==> config.mk <==
export PLATFORM = sky130hd
export DESIGN_NAME = bus_frame_collector
export DESIGN_NICKNAME = d
export VERILOG_FILES = /design/src/rtl/bus_frame_collector.sv
export SDC_FILE = /design/constraint.sdc
export NUM_CORES = 1
export LEC_CHECK = 0
export CORE_ASPECT_RATIO = 1.5
export CORE_MARGIN = 3
export CORE_UTILIZATION = 45
export CTS_CLUSTER_DIAMETER = 30
export DETAILED_ROUTE_END_ITERATION = 10
export PLACE_DENSITY = 0.66
export REMOVE_ABC_BUFFERS = 1
export SLEW_MARGIN = 20
export SYNTH_ARGS = -nofsm -noshare
export SYNTH_HDL_FRONTEND = slang
export SYNTH_SLANG_ARGS = --single-unit
==> constraint.sdc <==
create_clock -name clk -period 5.2 [get_ports clk]
set_input_delay 1.04 -clock clk [delete_from_list [all_inputs] [get_ports clk]]
set_output_delay 1.04 -clock clk [all_outputs]
set_load 0.02 [all_outputs]
==> src/rtl/bus_frame_collector.sv <==
// Reassembles the byte-serial AES/SHA bus stream into {address, opcode} command words.
// Completed words are tagged with their source engine and queued in a small FIFO for the consumer.
module bus_frame_collector #(
    parameter int unsigned ADDRW = 24,
    parameter int unsigned DEPTH = 2
) (
    input  logic                   clk,
    input  logic                   rst_n,
    input  logic [7:0]             byte_in,
    input  logic                   aes_grant,
    input  logic                   sha_grant,
    output logic                   out_valid,
    input  logic                   out_ready,
    output logic                   out_src,
    output logic [7:0]             out_opcode,
    output logic [ADDRW-1:0]       out_addr,
    output logic                   frame_err,
    output logic                   overflow,
    output logic [$clog2(DEPTH):0] fifo_count
);

    localparam int unsigned NBYTES = (ADDRW + 8) / 8;
    localparam int unsigned WORDW  = ADDRW + 8;
    localparam int unsigned CNTW   = $clog2(NBYTES);
    localparam int unsigned PTRW   = $clog2(DEPTH);

    localparam logic [CNTW-1:0] LAST_SLOT = CNTW'(NBYTES - 1);
    localparam logic [PTRW:0]   FULL_CNT  = (PTRW + 1)'(DEPTH);

    typedef enum logic {
        S_IDLE,
        S_COLLECT
    } state_e;

    state_e            state_q, state_d;
    logic [CNTW-1:0]   cnt_q, cnt_d;
    logic              src_q, src_d;
    logic [WORDW-1:0]  word_q, word_d;
    logic              err_q, err_d;
    logic              aes_dly_q, sha_dly_q;
    logic              byte_vld, byte_bad, byte_src, mid_frame;
    logic              push;

    logic [WORDW:0]    mem_q [DEPTH];
    logic [PTRW-1:0]   wr_q, rd_q;
    logic [PTRW:0]     fcnt_q, fcnt_d;
    logic              ovf_q;
    logic              full, pop, wr_en;

    // Grants lead their data by one cycle, so the delayed grants qualify byte_in.
    assign byte_vld  = aes_dly_q | sha_dly_q;
    assign byte_bad  = aes_dly_q & sha_dly_q;
    assign byte_src  = sha_dly_q;
    assign mid_frame = (state_q == S_COLLECT) && (cnt_q != '0);

    always_comb begin
        state_d = state_q;
        cnt_d   = cnt_q;
        src_d   = src_q;
        word_d  = word_q;
        err_d   = 1'b0;
        push    = 1'b0;

        if (byte_bad) begin
            err_d   = 1'b1;
            cnt_d   = '0;
            state_d = S_IDLE;
        end else if (!byte_vld) begin
            err_d   = mid_frame;
            cnt_d   = '0;
            state_d = S_IDLE;
        end else if (!mid_frame || (byte_src != src_q)) begin
            // A source change mid-frame discards the partial word and restarts with this byte.
            err_d       = mid_frame;
            word_d[7:0] = byte_in;
            src_d       = byte_src;
            cnt_d       = CNTW'(1);
            state_d     = S_COLLECT;
        end else begin
            for (int unsigned k = 0; k < NBYTES; k++) begin
                if (cnt_q == CNTW'(k)) begin
                    word_d[8*k +: 8] = byte_in;
                end
            end
            if (cnt_q == LAST_SLOT) begin
                push  = 1'b1;
                cnt_d = '0;
                // A grant now means a byte next cycle, so a back-to-back frame needs no IDLE gap.
                state_d = (aes_grant | sha_grant) ? S_COLLECT : S_IDLE;
            end else begin
                cnt_d = cnt_q + 1'b1;
            end
        end
    end

    always_ff @(posedge clk or negedge rst_n) begin
        if (!rst_n) begin
            state_q   <= S_IDLE;
            cnt_q     <= '0;
            src_q     <= 1'b0;
            word_q    <= '0;
            err_q     <= 1'b0;
            aes_dly_q <= 1'b0;
            sha_dly_q <= 1'b0;
        end else begin
            state_q   <= state_d;
            cnt_q     <= cnt_d;
            src_q     <= src_d;
            word_q    <= word_d;
            err_q     <= err_d;
            aes_dly_q <= aes_grant;
            sha_dly_q <= sha_grant;
        end
    end

    assign full      = (fcnt_q == FULL_CNT);
    assign out_valid = (fcnt_q != '0);
    assign pop       = out_valid & out_ready;
    assign wr_en     = push & (~full | pop);

    always_comb begin
        fcnt_d = fcnt_q;
        if (wr_en && !pop) begin
            fcnt_d = fcnt_q + 1'b1;
        end else if (!wr_en && pop) begin
            fcnt_d = fcnt_q - 1'b1;
        end
    end

    always_ff @(posedge clk or negedge rst_n) begin
        if (!rst_n) begin
            for (int unsigned i = 0; i < DEPTH; i++) begin
                mem_q[i] <= '0;
            end
        end else if (wr_en) begin
            mem_q[wr_q] <= {src_d, word_d};
        end
    end

    always_ff @(posedge clk or negedge rst_n) begin
        if (!rst_n) begin
            wr_q   <= '0;
            rd_q   <= '0;
            fcnt_q <= '0;
            ovf_q  <= 1'b0;
        end else begin
            fcnt_q <= fcnt_d;
            if (wr_en) begin
                wr_q <= wr_q + 1'b1;
            end
            if (pop) begin
                rd_q <= rd_q + 1'b1;
            end
            if (push && full && !pop) begin
                ovf_q <= 1'b1;
            end
        end
    end

    assign {out_src, out_addr, out_opcode} = mem_q[rd_q];
    assign frame_err  = err_q;
    assign overflow   = ovf_q;
    assign fifo_count = fcnt_q;

endmodule

==> metrics.cfg <==
[setup_path]
critPathLaunchType = flop
arrival_ns = 2.34
critical_path_required_ns = 4.16
path_cells = mux2_2 -> clkdlybuf4s50_1
crit_cells = 2
cp_max_fo = 42
crit_path_top_delay_cell = dfrtp_2
critical_path.max_stage_delay_ns = 1.00
endpoint_kind = output pin
worst_r2r_path_depth = 7
critPathKind = flop to output pin
crit_family = flip-flops
path_buf_inv = 1

[routing]
wl_per_cell_um = 16.6
vias_per_cell = 5.17
routed_wirelength_um = 8030
drtAntennaViolNets = 0
drc = 0
drtPass1Iterations = 4
drt_iter0_drc = 93
vias = 2508

[placement]
routabilityCongestion = 0.719
dpl_cell_area_sq_um = 5060
port_buffers = 50
dp_hpwl_um = 5030

[clock_network]
cts_max_level = 3
cts_buffer_depth = 2
clock-sinks = 102
cts.reportedPaths.clkPinSlew_ns = 0.07
root_buffer = clkbuf_16
post_cts_buffers = 0
cts_buffers = 9
cts-hold-fix-buffers = 0
cts-resized-gates = 0
cts_tree = yes
clock_latency_ns = 0.34

[timing]
fmax_mhz = 296
hold_viol = 0
fin_crit_sh = 0.650
whs_ns = 0.475
skew_ns = 0.00715
relSlewSlack = 0.353
rsz0062_at_grt = no
setup-violations-final = 0
slew_violations = 0
worst_pin_slew_ns = 0.970
tns_ns = 0
final_period_minus_worst_setup_slack_ns = 3.38

[synth]
synth_compound_area_frac = 0.0184
synth-xor-area-share = 0.0117
yosysTopAreaCell = dfrtp_1
synth_fa_ha_area_frac = 0.0195
synth_mux_area_frac = 0.302
ys_types = 28
synth_area_per_cell_sq_um = 14.2
syn_area_sq_um = 4490
yosys-top-cells-area = dfrtp_1 (57%), mux2_2 (14%), mux2_4 (7.4%)
syn_inst = 316
synth-simple-area-share = 0.0334
ys_seq_elements = 102
yosys_warnings = 0
ys_seq_area_frac = 0.568
synth_top_family_by_area = multiplexers
synth_top_area_frac = 0.568

[worst_hold_path]
hold_class = flop to flop
whs_path_depth = 1

[final_layout]
design_area_sq_um = 5350
syn2layout_area_growth_pct = 19.1
diodes = 0
nNetsFinal = 386
postLayoutCoreUtil = 0.552
drive_gt1_frac = 0.276

[outcome]
status = complete, no violations

[global_route]
grt_overflow_total = 0
grt_max_degree = 57
antenna_found_initial = 0
grt_pass1_wl_um = 13700
grt_pass1_vias = 2658
grt_usage = 0.160

[die]
die-area_sq_um = 11200
core_sq_um = 9690
die_y_um = 128
io_pins = 51
fp-row-count = 44
start_util = 0.464
die_w_um = 87.6

[power_and_ir_drop]
powerDensity_nw_per_um2 = 444
vdd_drop_max_v = 0.000435
cellLeakagePower_nw = 2.67

[run]
cap_violations = 0

kinds of logic (layout without fill, tap and decap cells):
family | after synthesis | count (layout)
AOI/OAI and AO/OA | 14 | 14
and+or+nand+nor | 28 | 28
DFF | 102 | 102
adders and majority gates | 7 | 7
xor gates and xnor gates | 6 | 6
buffers and inverters | 43 | 97
muxes | 116 | 116
synth_stat cells, drive strengths merged:
cell type  number
or3             1
o21bai          1
or2             1
xnor2           3
and2            1
xor2            3
nand3           3
mux2           92
inv            29
dfrtp         102
or3b            1
a41o            1
a32o            1
ha              7
nor3b           1
and3            1
buf             8
nor4b           1
nand2b          1
clkbuf          6
o21ai          11
mux2i          24
nand2          11
nor2            6
worst paths after layout:
| kind | to | slack [ns] | start |
|---|---|---|---|
| min in group asynchronous | mem_q[62] | 0.72 | rst_n |
| worst max-delay path | out_addr[1] | 1.82 | rd_q |
| worst min register to register | overflow | 0.47 | overflow |
| max in group asynchronous | mem_q[41] | 3.35 | rst_n |
| worst max register to register | mem_q[12] | 2.32 | byte_src |
| worst min-delay path | overflow | 0.47 | overflow |
per-layer routing:
metal,up-vias,global-route usage,wire length [um]
li1,1167,-,-
met1,1295,0.213,3620
met2,37,0.255,3990
met3,9,0.0314,259
met4,0,0.0678,157
met5,-,0,0
flip-flops by register name, indices dropped and copies added, names as in the netlist, 2 cells and up:
name and cells:
mem_q 66, word_q 24, cnt_q 2, fifo_count 2
cell type report:
class | instances | area [sq um]
clock buffers | 11 | 243
clock inverters | 4 | 47.5
fillers | 814 | 4340
inverters | 29 | 109
multi-input cells | 171 | 1730
flip-flops and latches | 102 | 2550
well taps | 115 | 144
repair buffers | 53 | 520
where the power goes:
part	switching [mW]	internal, mW	leakage (nW)
logic	0.316	0.380	1.30
registers	0.113	0.910	1.22
clock network	0.276	0.382	0.141
cells in the final DEF (no fill, tap or decap), drive strengths merged, types with 2 or more instances in the layout:
master	n
mux2i	24
nor2	6
clkinv	2
o21ai	11
xor2	3
buf	4
nand3	3
dfrtp	102
nand2	11
inv	29
clkbuf	11
mux2	92
clkdlybuf4s50	49
xnor2	3
ha	7
stage by stage:
stage	total power [mW]	worst slack (ns)	cells
3_3_place_gp	1.73	1.73	470
6_report	2.38	1.82	485
4_1_cts	2.41	1.80	485
2_1_floorplan	1.45	2.11	302
3_5_place_dp	1.74	1.67	470
5_1_grt	2.51	1.70	485
Note: power is estimated with default switching activity, not from simulation.
